===== src/rtl/fadd_result_collector.sv =====
// Purpose: collect FLOAT_ADD results into an in-order FIFO and hand out issue credits.
// Latency: 1 cycle from res_valid to out_valid/out_data (registered FWFT head, no bypass).
// Backpressure: out_valid/out_ready downstream; upstream is throttled by issue_allow credits.
// Optional feature macro: FADD_CLASSIFY_EN adds out_class and nan_seen.
module fadd_result_collector #(
  parameter int DATA_W = 64,
  parameter int DEPTH  = 16,
  parameter int CNT_W  = $clog2(DEPTH) + 1
) (
  input  logic              clk,
  input  logic              rstn,
  input  logic              issue,
  input  logic              res_valid,
  input  logic [DATA_W-1:0] res_data,
  output logic              issue_allow,
  output logic [CNT_W-1:0]  inflight,
  output logic              out_valid,
  output logic [DATA_W-1:0] out_data,
  input  logic              out_ready,
  output logic              err_overrun,
  output logic              err_orphan,
  output logic              err_drop
`ifdef FADD_CLASSIFY_EN
  ,
  output logic [2:0]        out_class,
  output logic              nan_seen
`endif
);

  localparam int AW = $clog2(DEPTH);
`ifdef FADD_CLASSIFY_EN
  localparam int FW = DATA_W + 3;
`else
  localparam int FW = DATA_W;
`endif

  logic [FW-1:0]    r_mem [DEPTH];
  logic [AW-1:0]    r_wptr;
  logic [AW-1:0]    r_rptr;
  logic [CNT_W-1:0] r_count;
  logic [CNT_W-1:0] r_inflight;
  logic             r_out_valid;
  logic [FW-1:0]    r_head;
  logic             r_err_overrun;
  logic             r_err_orphan;
  logic             r_err_drop;

  logic             w_pop;
  logic             w_full;
  logic             w_push;
  logic [CNT_W-1:0] w_count_n;
  logic [CNT_W-1:0] w_left;
  logic [AW-1:0]    w_rptr_n;
  logic [CNT_W:0]   w_occ;
  logic [FW-1:0]    w_entry;
  logic [FW-1:0]    w_head_n;

`ifdef FADD_CLASSIFY_EN
  logic [2:0]       w_class;
  logic [10:0]      w_exp;
  logic [51:0]      w_man;
  logic             r_nan_seen;

  // Decode the IEEE-754 class of the incoming result at push time.
  always_comb begin
    w_exp   = res_data[62:52];
    w_man   = res_data[51:0];
    w_class = 3'd2;
    if (w_exp == 11'd0) begin
      w_class = (w_man == 52'd0) ? 3'd0 : 3'd1;
    end else if (&w_exp) begin
      w_class = (w_man == 52'd0) ? 3'd3 : 3'd4;
    end
  end

  assign w_entry = {w_class, res_data};
`else
  assign w_entry = res_data;
`endif

  // Full/empty come from the occupancy counter so pointer equality is never ambiguous.
  assign w_pop     = r_out_valid & out_ready;
  assign w_full    = (r_count == CNT_W'(DEPTH));
  assign w_push    = res_valid & (~w_full | w_pop);
  assign w_count_n = r_count + CNT_W'(w_push) - CNT_W'(w_pop);
  assign w_left    = r_count - CNT_W'(w_pop);
  assign w_rptr_n  = r_rptr + AW'(w_pop);

  // Credits cover both buffered and still-in-flight results; only registers feed this.
  assign w_occ       = {1'b0, r_count} + {1'b0, r_inflight};
  assign issue_allow = (w_occ < (CNT_W+1)'(DEPTH));

  // Next head: the incoming word when nothing else remains, otherwise the next stored entry.
  always_comb begin
    w_head_n = r_head;
    if (w_count_n != '0) begin
      if (w_left == '0) begin
        w_head_n = w_entry;
      end else begin
        w_head_n = r_mem[w_rptr_n];
      end
    end
  end

  // Storage array; contents need no reset because count gates every read.
  always_ff @(posedge clk) begin
    if (w_push) begin
      r_mem[r_wptr] <= w_entry;
    end
  end

  // Pointers, occupancy and the registered head.
  always_ff @(posedge clk or negedge rstn) begin
    if (!rstn) begin
      r_wptr      <= '0;
      r_rptr      <= '0;
      r_count     <= '0;
      r_out_valid <= 1'b0;
      r_head      <= '0;
    end else begin
      if (w_push) begin
        r_wptr <= r_wptr + AW'(1);
      end
      r_rptr      <= w_rptr_n;
      r_count     <= w_count_n;
      r_out_valid <= (w_count_n != '0);
      r_head      <= w_head_n;
    end
  end

  // In-flight tracking: every returned result consumes a credit, even when dropped.
  always_ff @(posedge clk or negedge rstn) begin
    if (!rstn) begin
      r_inflight <= '0;
    end else if (issue && !res_valid) begin
      if (r_inflight != {CNT_W{1'b1}}) begin
        r_inflight <= r_inflight + CNT_W'(1);
      end
    end else if (!issue && res_valid) begin
      if (r_inflight != '0) begin
        r_inflight <= r_inflight - CNT_W'(1);
      end
    end
  end

  // Sticky protocol error flags, cleared only by reset.
  always_ff @(posedge clk or negedge rstn) begin
    if (!rstn) begin
      r_err_overrun <= 1'b0;
      r_err_orphan  <= 1'b0;
      r_err_drop    <= 1'b0;
    end else begin
      if (issue && !issue_allow) begin
        r_err_overrun <= 1'b1;
      end
      if (res_valid && !issue && (r_inflight == '0)) begin
        r_err_orphan <= 1'b1;
      end
      if (res_valid && !w_push) begin
        r_err_drop <= 1'b1;
      end
    end
  end

`ifdef FADD_CLASSIFY_EN
  // Sticky NaN indicator, set when a NaN is actually stored.
  always_ff @(posedge clk or negedge rstn) begin
    if (!rstn) begin
      r_nan_seen <= 1'b0;
    end else if (w_push && (w_class == 3'd4)) begin
      r_nan_seen <= 1'b1;
    end
  end

  assign out_class = r_head[FW-1 -: 3];
  assign nan_seen  = r_nan_seen;
`endif

  assign out_valid   = r_out_valid;
  assign out_data    = r_head[DATA_W-1:0];
  assign inflight    = r_inflight;
  assign err_overrun = r_err_overrun;
  assign err_orphan  = r_err_orphan;
  assign err_drop    = r_err_drop;

endmodule

===== config.mk =====
export PLATFORM = sky130hd
export DESIGN_NAME = fadd_result_collector
export DESIGN_NICKNAME = d
export VERILOG_FILES = /design/src/rtl/fadd_result_collector.sv
export SDC_FILE = /design/constraint.sdc
export NUM_CORES = 1
export LEC_CHECK = 0
export ABC_AREA = 1
export CAP_MARGIN = 20
export CORE_AREA = 4 4 432 434
export DETAILED_ROUTE_END_ITERATION = 8
export DIE_AREA = 0 0 436 438
export GPL_TIMING_DRIVEN = 0
export HOLD_SLACK_MARGIN = 0.08
export SYNTH_ARGS = -nofsm -noshare
export SYNTH_HDL_FRONTEND = slang
export SYNTH_SLANG_ARGS = --single-unit
export TNS_END_PERCENT = 5

===== constraint.sdc =====
create_clock -name clk -period 9.5 [get_ports clk]
set_input_delay 2.375 -clock clk [delete_from_list [all_inputs] [get_ports clk]]
set_output_delay 2.375 -clock clk [all_outputs]
set_load 0.02 [all_outputs]

==> impl_metrics.toml <==
[outcome]
status = "finished, final reports clean"

[worst_setup_path]
rrSetupSlack_ns = 5.66
required_ns = 10.09
max_stage_delay_ns = 0.46
ff2ff_path_depth = 18
path_buf_inv = 4
cpMostUsedCell = "nand2_1"
cpLargestDelayFamily = "simple AND/OR/NAND/NOR gates"
end_kind = "flop"
worstReg2RegEnd = "out_data[3]$_DFFE_PN0P_"
path_cells = "clkdlybuf4s50_1, nand2_1, nand4_1, nand2_1, inv_1, nand2_1, nand2_1, ha_1, fa_1, or2_1, nor2_1, nand3_1, nor2_4, buf_6, buf_6, nor2_1, nand2_1, nand2_1"
crit_fanout = 10
path_class = "in2reg"
worstSetupStartpointType = "input port"
timing.rr.start = "r_count[2]$_DFF_PN0_"
cp_slowest_cell = "clkdlybuf4s50_1"
worstPathArrival_ns = 5.81

[placement]
dp_hpwl_mm = 88.6
routabilityCongestion = 0.772
portBuffers = 142

[detailed_routing]
drc = 0
drt-initial-drc-count = 2750
ant_nets = 0
firstDrtPassIters = 6
wirelength_mm = 127
wl_per_cell_microns = 18.9
viasPerCell = 4.47
vias = 30100

[cells_and_area]
seqCellArea_sq_um = 32900
final_common_cell = "nand2_1"
nFillCells = 18500
drive_above_1_share_pct = 10.2
area_growth_pct = 19.4
layout.nets = 4337
mostFrequentLayoutCells = "nand2_1 (1,516), edfxtp_1 (1,024), nand3_1 (846)"
multi_input_area_sq_um = 11200

[clocking]
cts_buffers = 112
clockBufferDepth = 3
clk_root_buffer_cell = "clkbuf_16"
post_cts_resized = 0
insertion_delay_ns = 0.71
cts_setup_buffers = 0
htree_levels = 3
cts_tree = "yes"
path_clk_slew_ns = 0.06
clock-sinks = 1110
holdBufCountCts = 0

[timing]
worstMarginPinSlew_ns = 0.909
maxSlewViolCount = 0
rsz0062_at_grt = "no"
slew_headroom_pct = 39.4
hold_viol = 0
min_period_over_period_pct = 55.0
finClkSkew_ns = 0.0183
fmax_mhz = 191
final.min_clock_period_ns = 5.22
setup_viol = 0
setup_tns_ns = 0

[synthesis]
yosysTopAreaCellShare_pct = 67.6
synth_seq_cells = 1110
ys_top_cells_by_area = "edfxtp_1 (68%), nand2_1 (13%), nand3_1 (9.3%), dfrtp_1 (4.7%), buf_2 (1.8%)"
synth_area_sq_um = 45500
syn_area_per_cell_sq_um = 11.5
yosysWarnings = 0
synth-seq-area-share_pct = 72.3
synth_nets = 4048
netlist_instances = 3954
yosysUniqueCellTypes = 28
yosys.area.top_type = "edfxtp_1"

[pwr]
p_switching_mw = 8.71
finalPower_mw = 20.2
p_comb_share_pct = 47.5
power_density_nw_per_um2 = 371
p_int_mw = 11.4
switching_share_pct = 43.2
p_clk_share_pct = 21.5
power_frac_seq_pct = 31.0
vdd_drop_max_uv = 244
cellLeakagePower_nw = 20.0

[floorplan]
dieArea_sq_um = 191000
die_x_microns = 436
initial_core_util_pct = 24.9
core_sq_um = 183000
io_pins = 143
rows = 157
die_height_microns = 438

[grt]
grtUsageMet3_pct = 2.16
grt_max_degree = 45
grt_use_met2_pct = 21.9
grt_pass1_vias = 29200
top_usage_layer = "met2"
grt_pass1_wl_mm = 190
grtUsageTotal_pct = 13.0
antenna_found_initial = 11
met1_usage_pct = 17.5
overflow = 0

[hold_path]
hp-start = "out_data[10]$_DFFE_PN0P_"
hp-class = "reg2reg"
holdPathStages = 2
hold_end = "out_data[10]$_DFFE_PN0P_"

[run]
maxCapViolations = 0
cell families (layout without fill, tap and decap cells):
kind of cell	count (synthesis)	after routing	synth area share, %
AND/OR/NAND/NOR	2522	2522	23.2
flip-flops	1110	1110	72.3
buffers and inverters	272	658	3.37
adder cells (fa/ha/maj)	25	25	0.721
AO/OA/AOI/OAI	14	14	0.182
XOR/XNOR	11	11	0.228
other	0	10	0
area by class of cell:
cell class	count	share of cell area [%]
inverters	33	0.233
diodes	10	0.0461
plain buffers	239	2.59
multi-input cells	2572	20.6
flip-flops and latches	1110	60.6
clock inverters	70	1.11
repair buffers	175	3.84
well taps	2385	5.50
clock buffers	141	5.50
how the worst max path moves through the flow:
| stage | startpoint | cells after the start | endpoint |
|---|---|---|---|
| 6_report | out_ready | 18 | out_data[3]$_DFFE_PN0P_ |
| 5_1_grt | out_ready | 18 | out_data[3]$_DFFE_PN0P_ |
| 4_1_cts | out_ready | 18 | out_data[3]$_DFFE_PN0P_ |
| 3_5_place_dp | out_ready | 18 | out_data[3]$_DFFE_PN0P_ |
| 3_3_place_gp | out_ready | 7 | r_mem[14][5]$_DFFE_PP_ |
| 2_1_floorplan | out_ready | 6 | r_mem[0][0]$_DFFE_PP_ |
synth_stat cells:
cell and number:
nand2_1 1516, edfxtp_1 1024, nand3_1 846, buf_2 166, nor2_1 153, dfrtp_1 86
buf_4 40, inv_1 28, ha_1 23, buf_6 20, clkbuf_1 12, xor2_1 6
o21ai_0 5, a21oi_1 4, inv_2 4, o21bai_1 4, xnor2_1 4, fa_1 2
nand4_1 2, a21o_1 1, buf_1 1, inv_4 1, nand2_2 1, nand3b_1 1
nor2_4 1, nor3_1 1, or2_1 1, xnor2_2 1
metrics by stage:
step	cell area [sq um]	setup slack (ns)	instances	util, %	hold WS, ns
2_1_floorplan	45500	3.44	3954	-	0.494
3_3_place_gp	49900	0.141	6481	27.3	0.462
3_5_place_dp	50700	3.60	6514	27.7	0.465
4_1_cts	54300	4.35	6725	29.7	0.482
5_1_grt	54300	4.13	6725	29.7	0.502
6_report	54300	4.28	6735	29.7	0.474
worst reg2reg max path: stages (launching register included):
cell	delay, ns
dfrtp_1	0.42
inv_1	0.16
ha_1	0.22
nand4_1	0.14
nand2_1	0.23
inv_1	0.21
nand2_1	0.10
nand2_1	0.05
ha_1	0.21
fa_1	0.48
or2_1	0.24
nor2_1	0.11
nand3_1	0.14
nor2_4	0.18
buf_6	0.34
buf_6	0.25
nor2_1	0.06
nand2_1	0.14
nand2_1	0.07
flip-flops by register name, summed over array words and instances, names as in the netlist:
register / cells
err_orphan: 1
r_wptr: 4
r_mem: 1024
inflight: 5
r_rptr: 4
r_count: 5
out_valid: 1
err_drop: 1
out_data: 64
err_overrun: 1
power by group through the flow:
stage          logic (mW)  registers (mW)  clock network (mW)
2_1_floorplan        5.82            6.54                   0
3_3_place_gp         9.44            6.42                   0
3_5_place_dp         9.67            6.34                   0
4_1_cts              9.71            6.25                4.43
5_1_grt              10.7            6.29                4.63
6_report             9.57            6.24                4.34
layer usage:
metal  vias to the layer above  part of all wire (%)
met2                       947                    48
met4                         8                   1.7
li1                      14300                     -
met5                         -                 0.036
met3                       154                   6.5
met1                     14700                    43
Note: power is estimated with default switching activity, not from simulation.
